[src/rtl/mux16_rr_scheduler_pkg.sv]
// Shared types and constants for the 16-way round-robin selector scheduler.
package mux16_rr_scheduler_pkg;

    localparam int NUM_REQ = 16;
    localparam int SEL_W   = 4;

    typedef enum logic [1:0] {
        IDLE    = 2'b00,
        HOLD    = 2'b01,
        RELEASE = 2'b10
    } state_t;

    // The shared selector routes data line 15-s for select value s,
    // so the select that reaches requester idx is its bitwise inverse.
    function automatic logic [SEL_W-1:0] sel_for(input logic [SEL_W-1:0] idx);
        return ~idx;
    endfunction

endpackage

[src/rtl/mux16_rr_scheduler_pick.sv]
// Combinational round-robin pick: first set request strictly after ptr,
// searching upward and wrapping 15 -> 0.
module rr_pick16
    import mux16_rr_scheduler_pkg::*;
(
    input  logic [NUM_REQ-1:0] req,
    input  logic [SEL_W-1:0]   ptr,
    output logic               found,
    output logic [SEL_W-1:0]   idx
);

    logic [NUM_REQ-1:0] rot;
    logic [SEL_W-1:0]   off;

    // Rotate so that bit 0 of rot is the requester just after ptr.
    always_comb begin
        for (int i = 0; i < NUM_REQ; i++) begin
            rot[i] = req[SEL_W'(i + int'(ptr) + 1)];
        end
    end

    // Lowest set bit of the rotated vector is the winner's distance past ptr+1.
    always_comb begin
        // NOTE: every output of a combinational block gets a default first;
        // a path that leaves it unassigned would infer a latch.
        off = '0;
        for (int i = NUM_REQ - 1; i >= 0; i--) begin
            if (rot[i]) begin
                off = SEL_W'(i);
            end
        end
    end

    assign found = |req;
    // 4-bit addition wraps naturally, undoing the rotation mod 16.
    assign idx   = ptr + SEL_W'(1) + off;

endmodule

[src/rtl/mux16_rr_scheduler.sv]
// Round-robin arbiter sharing one 16:1 selector between 16 requesters.
// Each grant is held until done, withdrawal, disable or MAX_HOLD cycles,
// followed by one dead RELEASE cycle before the next grant.
module mux16_rr_scheduler
    import mux16_rr_scheduler_pkg::*;
#(
    parameter int MAX_HOLD = 16,
    parameter int CNT_W    = 8
) (
    input  logic                 clk,
    input  logic                 rst_n,
    input  logic                 enable,
    input  logic [NUM_REQ-1:0]   req,
    input  logic                 done,
    output logic [NUM_REQ-1:0]   grant,
    output logic [SEL_W-1:0]     sel,
    output logic                 busy,
    output logic                 timeout
);

    localparam logic [CNT_W-1:0] HOLD_LAST = CNT_W'(MAX_HOLD - 1);

    state_t             state_q, state_d;
    logic [SEL_W-1:0]   ptr_q, ptr_d;
    logic [CNT_W-1:0]   cnt_q, cnt_d;
    logic [NUM_REQ-1:0] grant_d;
    logic [SEL_W-1:0]   sel_d;
    logic               busy_d;
    logic               timeout_d;

    logic               pick_found;
    logic [SEL_W-1:0]   pick_idx;
    logic               early_rel;
    logic               hold_last;

    rr_pick16 u_pick (
        .req   (req),
        .ptr   (ptr_q),
        .found (pick_found),
        .idx   (pick_idx)
    );

    // Voluntary/forced release reasons outrank the hold-limit timeout.
    assign early_rel = done | ~req[ptr_q] | ~enable;
    assign hold_last = (cnt_q == HOLD_LAST);

    // Next-state and next-output logic for the IDLE/HOLD/RELEASE sequencer.
    always_comb begin
        state_d   = state_q;
        ptr_d     = ptr_q;
        cnt_d     = cnt_q;
        grant_d   = grant;
        sel_d     = sel;
        busy_d    = busy;
        timeout_d = 1'b0;

        case (state_q)
            IDLE: begin
                grant_d = '0;
                busy_d  = 1'b0;
                if (enable && pick_found) begin
                    state_d           = HOLD;
                    grant_d[pick_idx] = 1'b1;
                    sel_d             = sel_for(pick_idx);
                    ptr_d             = pick_idx;
                    cnt_d             = '0;
                    busy_d            = 1'b1;
                end
            end

            HOLD: begin
                cnt_d = cnt_q + CNT_W'(1);
                if (early_rel || hold_last) begin
                    state_d   = RELEASE;
                    grant_d   = '0;
                    timeout_d = hold_last && !early_rel;
                end
            end

            RELEASE: begin
                state_d = IDLE;
                grant_d = '0;
                busy_d  = 1'b0;
                cnt_d   = '0;
            end

            default: begin
                state_d = IDLE;
                grant_d = '0;
                busy_d  = 1'b0;
                cnt_d   = '0;
            end
        endcase
    end

    // State, pointer, counter and registered outputs.
    always_ff @(posedge clk or negedge rst_n) begin
        if (!rst_n) begin
            state_q <= IDLE;
            ptr_q   <= SEL_W'(NUM_REQ - 1);
            cnt_q   <= '0;
            grant   <= '0;
            sel     <= sel_for('0);
            busy    <= 1'b0;
            timeout <= 1'b0;
        end else begin
            // NOTE: sequential state uses non-blocking assignment so every
            // register samples the pre-edge values, independent of order.
            state_q <= state_d;
            ptr_q   <= ptr_d;
            cnt_q   <= cnt_d;
            grant   <= grant_d;
            sel     <= sel_d;
            busy    <= busy_d;
            timeout <= timeout_d;
        end
    end

endmodule

[config.mk]
export PLATFORM = sky130hd
export DESIGN_NAME = mux16_rr_scheduler
export DESIGN_NICKNAME = d
export VERILOG_FILES = /design/src/rtl/mux16_rr_scheduler_pkg.sv /design/src/rtl/mux16_rr_scheduler_pick.sv /design/src/rtl/mux16_rr_scheduler.sv
export SDC_FILE = /design/constraint.sdc
export NUM_CORES = 1
export LEC_CHECK = 0
export ABC_CLOCK_PERIOD_IN_PS = 9010
export CAP_MARGIN = 20
export CORE_MARGIN = 2
export CORE_UTILIZATION = 50
export CTS_CLUSTER_DIAMETER = 60
export DETAILED_ROUTE_END_ITERATION = 8
export PLACE_DENSITY_LB_ADDON = 0.05
export SLEW_MARGIN = 20
export SYNTH_ARGS = -nofsm -noshare
export SYNTH_HDL_FRONTEND = slang
export SYNTH_SLANG_ARGS = --single-unit
[constraint.sdc]
create_clock -name clk -period 9.01 [get_ports clk]
set_clock_uncertainty 0.2 [all_clocks]
set_input_delay 0.901 -clock clk [delete_from_list [all_inputs] [get_ports clk]]
set_output_delay 0.901 -clock clk [all_outputs]
set_load 0.05 [all_outputs]
==> results of run 1 <==
## Yosys cell counts (3+ instances only)
| cell | count |
|---|---|
| ha_1 | 11 |
| xnor2_1 | 6 |
| nand2_1 | 37 |
| nand3_1 | 15 |
| nor2_1 | 15 |
| dfrtp_1 | 28 |
| clkbuf_1 | 5 |
| inv_1 | 13 |
| buf_6 | 3 |
| mux2_2 | 7 |
| nand2b_1 | 7 |
| nor4_1 | 5 |
| a21boi_0 | 8 |
| nor3_1 | 15 |
| mux2i_1 | 16 |
| mux4_1 | 8 |
| a31oi_1 | 5 |
| and3_1 | 3 |
| a21oi_1 | 7 |
| dfstp_2 | 8 |
| mux4_2 | 21 |
| and2_1 | 3 |
| o211ai_1 | 6 |
| xor2_1 | 6 |
| o21ai_0 | 30 |
| nor2b_1 | 3 |
| a221o_1 | 6 |
| buf_2 | 7 |
## through the flow
stage | instances | setup WS, ns
6_report | 437 | 2.937
5_1_grt | 437 | 2.440
4_1_cts | 437 | 2.953
3_5_place_dp | 429 | 2.997
3_3_place_gp | 429 | 3.116
2_1_floorplan | 330 | 4.047
## area by class of cell
class                           instances  share of cell area
Tap cell                               77             0.02546
Timing Repair Buffer                   41              0.1071
Clock buffer                            7             0.02017
Clock inverter                          1            0.001323
Inverter                               13             0.01290
Sequential cell                        36              0.2407
Multi-Input combinational cell        262              0.5923
## sequential cells by signal, summed over array words and instances (netlist names)
register	count
grant	16
cnt_q	8
ptr_q	4
sel	4
state_q	2
busy	1
timeout	1
## final timing paths
kind                                   endpoint  slack (ns)  depth (start not counted)
setup / recovery           grant[3]$_DFFE_PN0N_        2.94                         16
hold / removal               sel[0]$_DFFE_PN1P_        0.26                          2
setup reg to reg           grant[3]$_DFFE_PN0N_        2.94                         16
hold reg to reg              sel[0]$_DFFE_PN1P_        0.26                          2
max in group asynchronous  grant[0]$_DFFE_PN0N_        7.59                          1
min in group asynchronous  cnt_q[7]$_DFFE_PN0P_        0.49                          1
## critical path, delay by kind of cell, from the launching register on
kind	cells	cell delay [ns]
compound gates	6	1.27
xor+xnor	1	0.74
flops	1	0.92
buf+inv	1	0.24
simple gates	3	0.44
mux	3	1.05
fa+ha+maj	2	1.09
## routing by layer
metal,vias up,share of wire,global-route usage
met1,1378,0.48,0.3821
met4,0,0.018,0.07648
met2,115,0.44,0.3622
li1,1317,-,-
met3,13,0.062,0.04812
met5,-,0,0
## layout by cell type, fill, tap and decap left out, types with 7 or more instances in the layout
cell / count
clkdlybuf4s50_1: 40
nand2_1: 37
o21ai_0: 30
dfrtp_1: 28
mux4_2: 21
mux2i_1: 16
nand3_1: 15
nor2_1: 15
nor3_1: 15
inv_1: 13
ha_1: 11
mux4_1: 8
a21boi_0: 8
dfstp_2: 8
mux2_2: 7
a21oi_1: 7
nand2b_1: 7
## kinds of logic (layout without fill, tap and decap cells)
group                    count (synthesis)  in the layout  synth area share
flip-flops                              36             36            0.2741
adder cells (fa/ha/maj)                 12             12           0.04744
AO/OA/AOI/OAI                           69             69            0.1325
XOR/XNOR                                12             12           0.03163
multiplexers                            52             52            0.2775
AND/OR/NAND/NOR                        117            117            0.1852
buffers and inverters                   32             62           0.05158
==> key figures, run 1 <==
STA
  • Hold Fails Final Rpt: 0
  • Max Freq: 164.7 MHz
  • Tmin final: 6.073 ns
  • Final slew viol count: 0
  • Worst Tran Pin Value: 0.9315 ns
  • Fin Hold WS: 0.2615 ns
  • Final setup vio count: 0
  • Fin Setup TNS: 0 ns
  • RSZ-0062 raised after global routing: no
  • Relative slew slack: 0.3745
  • Period utilization: 0.6741

Synth
  • Number of synthesized flops with an enable pin: 0
  • Synth area leaders: dfrtp_1 (21%), mux4_2 (14%), dfstp_2 (6.3%)
  • Flops & latches, synth: 36
  • Prevailing post-synth register cell: dfrtp_1
  • Synth warn: 0
  • Yosys cell types: 50
  • Register area share after synthesis: 0.2741
  • Syn nets: 362
  • Mean post-synth cell area: 10.07 um2
  • Ys async rst share: 1.000
  • Post-Syn Instances: 330
  • Post-synthesis cell area: 3323 um2
  • Top cell type by total area after synthesis: dfrtp_1
  • Post-synth top area share: 0.2108

Finish
  • Sequential Area: 910.9 um2
  • Ant. Diodes: 0
  • Layout cells sized above 1: 0.1417
  • Layout filler cell count: 549
  • Layout Utilization: 0.5925
  • Final nets: 391
  • Multi-input combinational cell area: 2241 um2
  • Synthesis-to-layout area growth: 13.86%
  • Finished Cell Area: 3784 um2

Drt
  • Via-per-instance ratio: 6.460
  • DRC violations left: 0
  • Initial DRT Pass Iterations: 5
  • Post-route ant nets: 0
  • WL final: 8448 um
  • Mean routed wirelength per cell: 19.33 um
  • Via count: 2823
  • First DRT Iteration DRCs: 204

Place
  • Routability congestion estimate: 0.8768
  • Post-DP HPWL: 6073 um
  • # port buffers: 41
  • Placed cell areas: 3702 um2

Floorplanning
  • Top-Level Pins: 42
  • Die footprint: 7315 um2
  • Row cnt: 29
  • Die span in y: 85.53 um
  • Die Wd: 85.53 um
  • Placeable Area: 6386 um2
  • Starting Density: 0.5204

Min path
  • Type of the most critical hold path: reg -> reg
  • Hold_sp: sel[0]$_DFFE_PN1P_

Critical path
  • Worst-path fanout max: 29
  • Worst Setup SP: ptr_q[0]$_DFFE_PN1P_
  • Reg2reg start: ptr_q[0]$_DFFE_PN1P_
  • WS Path Type: reg -> reg
  • Crit-path cells: inv_1, ha_1, mux4_1, mux2i_1, mux2i_1, o211ai_1, a31oi_1, o31ai_1, a21oi_1, ha_1, nor2b_1, o21ai_0, nand2b_1, xnor2_1, nor3_1, a221o_1
  • Critical path data arrival time: 6.05 ns
  • Crit. End Element: flop
  • Slowest stage delay, CP: 0.92 ns
  • Worst endpoint required time: 8.99 ns
  • Crit start category: flop
  • Critical-path top delay cell: dfstp_2

Clock network
  • TritonCTS clock tree: built
  • CTS max path bufs: 2
  • Number of buffers created by CTS: 5
  • Reg clk slew, reported paths: 0.07 ns
  • Cts hold-fix bufs: 0
  • Setup bufs post-CTS: 0
  • H-tree depth: 2
  • CTS Sinks: 36
  • Worst skew pair latency: 0.30 ns
  • Clock Tree Root: clkbuf_8
  • Post-CTS Resized: 0

GRT
  • First-pass GRT wire length: 14350 um
  • Vias in the first global route: 2791
  • Initial antenna violation count: 0
  • All-Layer GR Usage: 0.2500
  • Largest net degree at the start of global routing: 37
  • Total grt overflow: 0

Outcome
  • Status: completed

Job
  • Max-cap violations: 0
Power of run 1 is left out: the tool's default activity adds up to more than one toggle a clock period on the data nets, which glitch-free logic cannot reach.
==> run 2: changes to the inputs <==
ABC_CLOCK_PERIOD_IN_PS = 5610   (was 9010)
clock period = 5.61 ns   (was 9.01 ns; I/O delays follow)
==> run 2 against run 1 <==
  * Via count rose by 2.1%
  * First-iteration DRC count rose by 20%
  * Worst hold slack got worse by 0.11 ns
  * Setup slack worse by 2.2 ns
  * Cell area up 0.99%
  * Sequential share of layout area down 0.24 points
  * Maximum frequency increased by 23%
  * Routed wire length up 1.8%
  * Count of clock-buffer cells in the layout unchanged
  * Sequential cell count did not move
  * Highest routed layer unchanged
==> key figures, run 2 (same netlist as run 1, synthesis figures left out) <==
STA
  • Final slew viol count: 0 (unchanged)
  • Fin Hold WS: 0.1491 ns (-0.1124 ns)
  • Hold Fails Final Rpt: 0 (unchanged)
  • Max Freq: 203.3 MHz (+23%)
  • Worst setup margin: 0.6911 ns (-2.246 ns)
  • RSZ-0062 raised after global routing: no
  • Fin Setup TNS: 0 ns (unchanged)
  • Tmin final: 4.919 ns (-1.154 ns)
  • Relative slew slack: 0.4167 (+0.04220)
  • Final setup vio count: 0 (unchanged)
  • Worst Tran Pin Value: 0.8749 ns (-0.05661 ns)
  • Period utilization: 0.8768 (+0.2028)

Floorplanning
  • Die span in y: 85.53 um (unchanged)
  • Top-Level Pins: 42 (unchanged)
  • Row cnt: 29 (unchanged)
  • Placeable Area: 6386 um2 (unchanged)
  • Die footprint: 7315 um2 (unchanged)
  • Starting Density: 0.5204 (unchanged)
  • Die Wd: 85.53 um (unchanged)

Clock network
  • Reg clk slew, reported paths: 0.08 ns (about the same)
  • Clock Tree Root: clkbuf_8
  • Cts hold-fix bufs: 0 (unchanged)
  • Worst skew pair latency: 0.28 ns (-0.02 ns)
  • Number of buffers created by CTS: 5 (unchanged)
  • H-tree depth: 2 (unchanged)
  • CTS Sinks: 36 (unchanged)
  • Post-CTS Resized: 0 (unchanged)
  • Setup bufs post-CTS: 0 (unchanged)
  • TritonCTS clock tree: built
  • CTS max path bufs: 2 (unchanged)

Finish
  • Layout filler cell count: 565 (+2.9%)
  • Most frequent cells in the layout: clkdlybuf4s50_1 (40), nand2_1 (37), o21ai_0 (30)
  • Largest register by flop count: grant
  • Synthesis-to-layout area growth: 14.98%
  • Ant. Diodes: 0 (unchanged)
  • Final nets: 396 (+1.3%)
  • Commonest non-fill, non-tap cell in the layout: clkdlybuf4s50_1
  • Multi-input combinational cell area: 2241 um2 (unchanged)
  • Sequential Area: 910.9 um2 (unchanged)
  • Biggest regs: grant: 16 flops, cnt_q: 8 flops
  • Layout cells sized above 1: 0.1534 (+0.01176)
  • Max FFs per register: 16 (unchanged)

Place
  • Post-DP HPWL: 6269 um (+3.2%)
  • Routability congestion estimate: 0.9928 (+13%)
  • Setup WS pre-CTS: 0.7255 ns (-2.271 ns)
  • # port buffers: 41 (unchanged)

Min path
  • Type of the most critical hold path: in -> async

Critical path
  • Worst-path fanout max: 9 (-69%)
  • Reg2reg end: grant[6]$_DFFE_PN0N_
  • Crit. End Element: flop
  • Critical path data arrival time: 4.95 ns (-1.10 ns)
  • WS Path Type: reg -> reg
  • Crit start category: flop
  • Worst endpoint required time: 5.64 ns (-3.35 ns)
  • Worst r2r path cells: 16 (unchanged)
  • R2r setup slk: 0.69 ns (-2.25 ns)
  • Reg2reg start: ptr_q[1]$_DFFE_PN1P_

Drt
  • Mean routed wirelength per cell: 19.45 um (+0.62%)
  • Initial DRT Pass Iterations: 5 (unchanged)
  • DRC violations left: 0 (unchanged)
  • WL final: 8598 um (+1.8%)
  • Post-route ant nets: 0 (unchanged)
  • First DRT Iteration DRCs: 245 (+20%)
  • Via count: 2883 (+2.1%)
  • Via-per-instance ratio: 6.523 (+0.97%)

GRT
  • First-pass GRT wire length: 14460 um (+0.82%)
  • Most Crowded Layer GR: met1
  • Largest net degree at the start of global routing: 37 (unchanged)
  • Routing usage on met1: 0.3761 (-0.005966)
  • Vias in the first global route: 2848 (+2.0%)
  • Met2 GRT Util: 0.3707 (+0.008523)
  • All-Layer GR Usage: 0.2495 (-0.0004625)
  • Total grt overflow: 0 (unchanged)
  • Met3 Resource Use GR: 0.06352 (+0.01540)
  • Initial antenna violation count: 0 (unchanged)

Outcome
  • Status: completed

Job
  • Max-cap violations: 0 (unchanged)
[run 2: cell types whose count changed in the layout (fill, tap and decap cells not counted), sizes merged]
cell	change
buf	+5
[run 2: worst max path at each step]
stage                                     from              endpoint  cells past startpoint
final                     ptr_q[1]$_DFFE_PN1P_  grant[6]$_DFFE_PN0N_                     16
after detailed placement               req[10]  grant[6]$_DFFE_PN0N_                     15
after global routing      ptr_q[1]$_DFFE_PN1P_  grant[6]$_DFFE_PN0N_                     18
after floorplan           ptr_q[0]$_DFFE_PN1P_  grant[2]$_DFFE_PN0N_                     16
after CTS                 ptr_q[1]$_DFFE_PN1P_  grant[6]$_DFFE_PN0N_                     16
after global placement                  req[7]  grant[1]$_DFFE_PN0N_                     15
[run 2: area by class of cell]
class | count | share of cell area
clock buffer | 7 | 0.01997
tap | 77 | 0.02521
timing repair buffer | 46 | 0.1159
inverter | 13 | 0.01277
clock inverter | 1 | 0.001310
multi-input combinational | 262 | 0.5864
sequential | 36 | 0.2384
[run 2: critical path, cell delays in order (launching register included)]
cell and delay (ns):
dfstp_2 0.53, inv_1 0.11, ha_1 0.51, mux4_1 0.67
mux2i_1 0.20, mux2_2 0.23, and4_1 0.24, nand2b_1 0.06
a2111oi_0 0.49, ha_1 0.35, o21ai_0 0.09, nand2b_1 0.12
xor2_1 0.16, buf_4 0.19, nor3_1 0.28, a21boi_0 0.28
a221o_1 0.15
[run 2: metrics by stage]
| stage | instance area (um2) | utilization | instances |
|---|---|---|---|
| after floorplan | 3323 | - | 330 |
| after global placement | 3740 | 0.5856 | 434 |
| after detailed placement | 3740 | 0.5856 | 434 |
| after CTS | 3821 | 0.5984 | 442 |
| after global routing | 3821 | 0.5984 | 442 |
| final | 3821 | 0.5984 | 442 |
[run 2: routing by layer]
metal / wire [um] / vias to the layer above
met2: 3883 / 133
met3: 759 / 7
met5: 0 / -
li1: - / 1316
met1: 3917 / 1427
met4: 38 / 0
Power of run 2 is left out for the same reason.
==> run 3: changes to the inputs <==
ABC_CLOCK_PERIOD_IN_PS = 5900   (was 5610)
PLACE_DENSITY = 0.77   (was not set)
PLACE_DENSITY_LB_ADDON = not set   (was 0.05)
clock period = 5.9 ns   (was 5.61 ns; I/O delays follow)
==> run 3 against run 2 <==
  * Critical path depth stayed put
  * Via count grew 0.10%
  * Setup slack worse by 0.025 ns
  * Sequential share of layout area is 0.086 points lower
  * Count of clock-buffer cells in the layout is 1 higher
  * Worst hold slack better by 0.12 ns
  * Final cell count unchanged
  * Die area stayed put
  * Utilization grew 0.22 points
  * Sequential cell count is the same
  * Global-route usage down 1.3 points
  * Register-to-register slack got worse by 0.03 ns
==> key figures, run 3 (same netlist as run 1, synthesis figures left out) <==
Outcome
  • Status: completed

Critical path
  • Worst r2r path cells: 16 (unchanged)
  • Crit-path cells: inv_1, ha_1, buf_4, mux4_1, inv_1, mux4_2, nor4b_2, nand2b_1, a2111oi_0, ha_1, o21ai_0, nand2b_1, xor2_1, nor3_1, a21boi_0, a221o_1
  • WS Path Type: reg -> reg
  • Reg2reg start: ptr_q[0]$_DFFE_PN1P_
  • Reg2reg end: grant[6]$_DFFE_PN0N_
  • Worst endpoint required time: 5.88 ns (+0.24 ns)
  • Delay-heaviest family, CP: compound AO/OA/AOI/OAI gates
  • Crit start category: flop
  • Worst-path fanout max: 11 (+2)
  • Slowest stage delay, CP: 0.61 ns (-0.06 ns)
  • Critical-path top delay cell: ha_1
  • R2r setup slk: 0.67 ns (-0.03 ns)
  • Crit path buffers/inverters: 3 (+1)
  • Crit. End Element: flop
  • Critical path data arrival time: 5.21 ns (+0.26 ns)

Min path
  • WHS Endpoint: sel[1]$_DFFE_PN1P_
  • WHS Path Cells: 2
  • Hold_sp: sel[1]$_DFFE_PN1P_
  • Type of the most critical hold path: reg -> reg

Place
  • Post-DP HPWL: 6097 um (-2.7%)
  • Routability congestion estimate: 0.9560 (-3.7%)
  • # port buffers: 41 (unchanged)

STA
  • Final setup vio count: 0 (unchanged)
  • Worst Tran Pin Value: 0.8308 ns (-0.04407 ns)
  • Max Freq: 191.1 MHz (-6.0%)
  • Hold Fails Final Rpt: 0 (unchanged)
  • RSZ-0062 raised after global routing: no
  • Period utilization: 0.8871 (+0.01034)
  • Fin Setup TNS: 0 ns (unchanged)
  • Relative slew slack: 0.4419 (+0.02512)
  • Tmin final: 5.234 ns (+0.3153 ns)
  • Final slew viol count: 0 (unchanged)

Floorplanning
  • Die Wd: 85.53 um (unchanged)
  • Die footprint: 7315 um2 (unchanged)
  • Top-Level Pins: 42 (unchanged)
  • Die span in y: 85.53 um (unchanged)
  • Placeable Area: 6386 um2 (unchanged)
  • Starting Density: 0.5204 (unchanged)
  • Row cnt: 29 (unchanged)

GRT
  • Met3 Resource Use GR: 0.04812 (-0.01540)
  • Total grt overflow: 0 (unchanged)
  • All-Layer GR Usage: 0.2367 (-0.01279)
  • Initial antenna violation count: 0 (unchanged)
  • Most Crowded Layer GR: met2
  • Largest net degree at the start of global routing: 37 (unchanged)
  • Vias in the first global route: 2747 (-3.5%)
  • First-pass GRT wire length: 13920 um (-3.7%)
  • Met2 GRT Util: 0.3665 (-0.004261)
  • Routing usage on met1: 0.3405 (-0.03561)

Clock network
  • Setup bufs post-CTS: 0 (unchanged)
  • CTS max path bufs: 2 (unchanged)
  • Number of buffers created by CTS: 5 (unchanged)
  • Reg clk slew, reported paths: 0.07 ns (about the same)
  • Cts hold-fix bufs: 0 (unchanged)
  • TritonCTS clock tree: built
  • Clock Tree Root: clkbuf_8
  • Worst skew pair latency: 0.29 ns (about the same)
  • Post-CTS Resized: 0 (unchanged)
  • CTS Sinks: 36 (unchanged)
  • H-tree depth: 2 (unchanged)

Drt
  • WL final: 8250 um (-4.0%)
  • Initial DRT Pass Iterations: 5 (unchanged)
  • Mean routed wirelength per cell: 18.67 um (-4.0%)
  • First DRT Iteration DRCs: 182 (-26%)
  • Post-route ant nets: 0 (unchanged)
  • DRC violations left: 0 (unchanged)
  • Via count: 2886 (+0.10%)
  • Via-per-instance ratio: 6.529 (+0.10%)

Job
  • Max-cap violations: 0 (unchanged)

Finish
  • Final nets: 396 (unchanged)
  • Max FFs per register: 16 (unchanged)
  • Most frequent cells in the layout: clkdlybuf4s50_1 (41), nand2_1 (37), o21ai_0 (30)
  • Commonest non-fill, non-tap cell in the layout: clkdlybuf4s50_1
  • Layout filler cell count: 545 (-3.5%)
  • Ant. Diodes: 0 (unchanged)
  • Synthesis-to-layout area growth: 15.40%
  • Biggest regs: grant: 16 flops, cnt_q: 8 flops
  • Largest register by flop count: grant
  • Layout cells sized above 1: 0.1507 (-0.002740)
run 3: cell types whose count changed in the layout (fill, tap and decap cells not counted):
cell / delta
buf_2: -1
clkbuf_8: +1
clkdlybuf4s50_1: +1
clkinv_2: -1
run 3: how the worst max path moves through the flow:
stage / startpoint / end / slack, ns / cells past startpoint
4_1_cts: ptr_q[0]$_DFFE_PN1P_ / grant[6]$_DFFE_PN0N_ / 0.69 / 16
3_3_place_gp: ptr_q[0]$_DFFE_PN1P_ / grant[3]$_DFFE_PN0N_ / 0.83 / 16
5_1_grt: ptr_q[0]$_DFFE_PN1P_ / grant[1]$_DFFE_PN0N_ / 0.28 / 15
2_1_floorplan: ptr_q[0]$_DFFE_PN1P_ / grant[2]$_DFFE_PN0N_ / 0.94 / 16
3_5_place_dp: ptr_q[0]$_DFFE_PN1P_ / grant[6]$_DFFE_PN0N_ / 0.71 / 16
6_report: ptr_q[0]$_DFFE_PN1P_ / grant[6]$_DFFE_PN0N_ / 0.67 / 16
run 3: final cells by class:
class	instances	area, um2	share of cell area
clock buffers	8	90.09	0.02349
flip-flops and latches	36	910.9	0.2375
well taps	77	96.34	0.02512
multi-input cells	262	2241	0.5843
inverters	13	48.80	0.01272
repair buffers	46	447.9	0.1168
run 3: worst register-to-register path, stage by stage, from the launching register on:
cell and delay (ns):
dfstp_2 0.53, inv_1 0.11, ha_1 0.61, buf_4 0.26, mux4_1 0.26, inv_1 0.05
mux4_2 0.50, nor4b_2 0.20, nand2b_1 0.15, a2111oi_0 0.47, ha_1 0.34, o21ai_0 0.09
nand2b_1 0.13, xor2_1 0.57, nor3_1 0.19, a21boi_0 0.17, a221o_1 0.29
run 3: metrics by stage:
step | util | cells | area, um2 | hold WS [ns] | setup WS [ns]
after floorplan | - | 330 | 3323 | 0.09441 | 0.9373
after global placement | 0.5864 | 434 | 3745 | 0.2512 | 0.8296
after detailed placement | 0.5864 | 434 | 3745 | 0.2542 | 0.7091
after CTS | 0.6005 | 442 | 3835 | 0.2676 | 0.6892
after global routing | 0.6005 | 442 | 3835 | 0.2859 | 0.2778
final | 0.6005 | 442 | 3835 | 0.2643 | 0.6658
run 3: per-layer routing:
metal  routed length (um)  vias up
met3                  542       19
met1                 3668     1407
met4                  167        0
met5                    0        -
met2                 3872      138
li1                     -     1322
Power of run 3 is left out for the same reason.
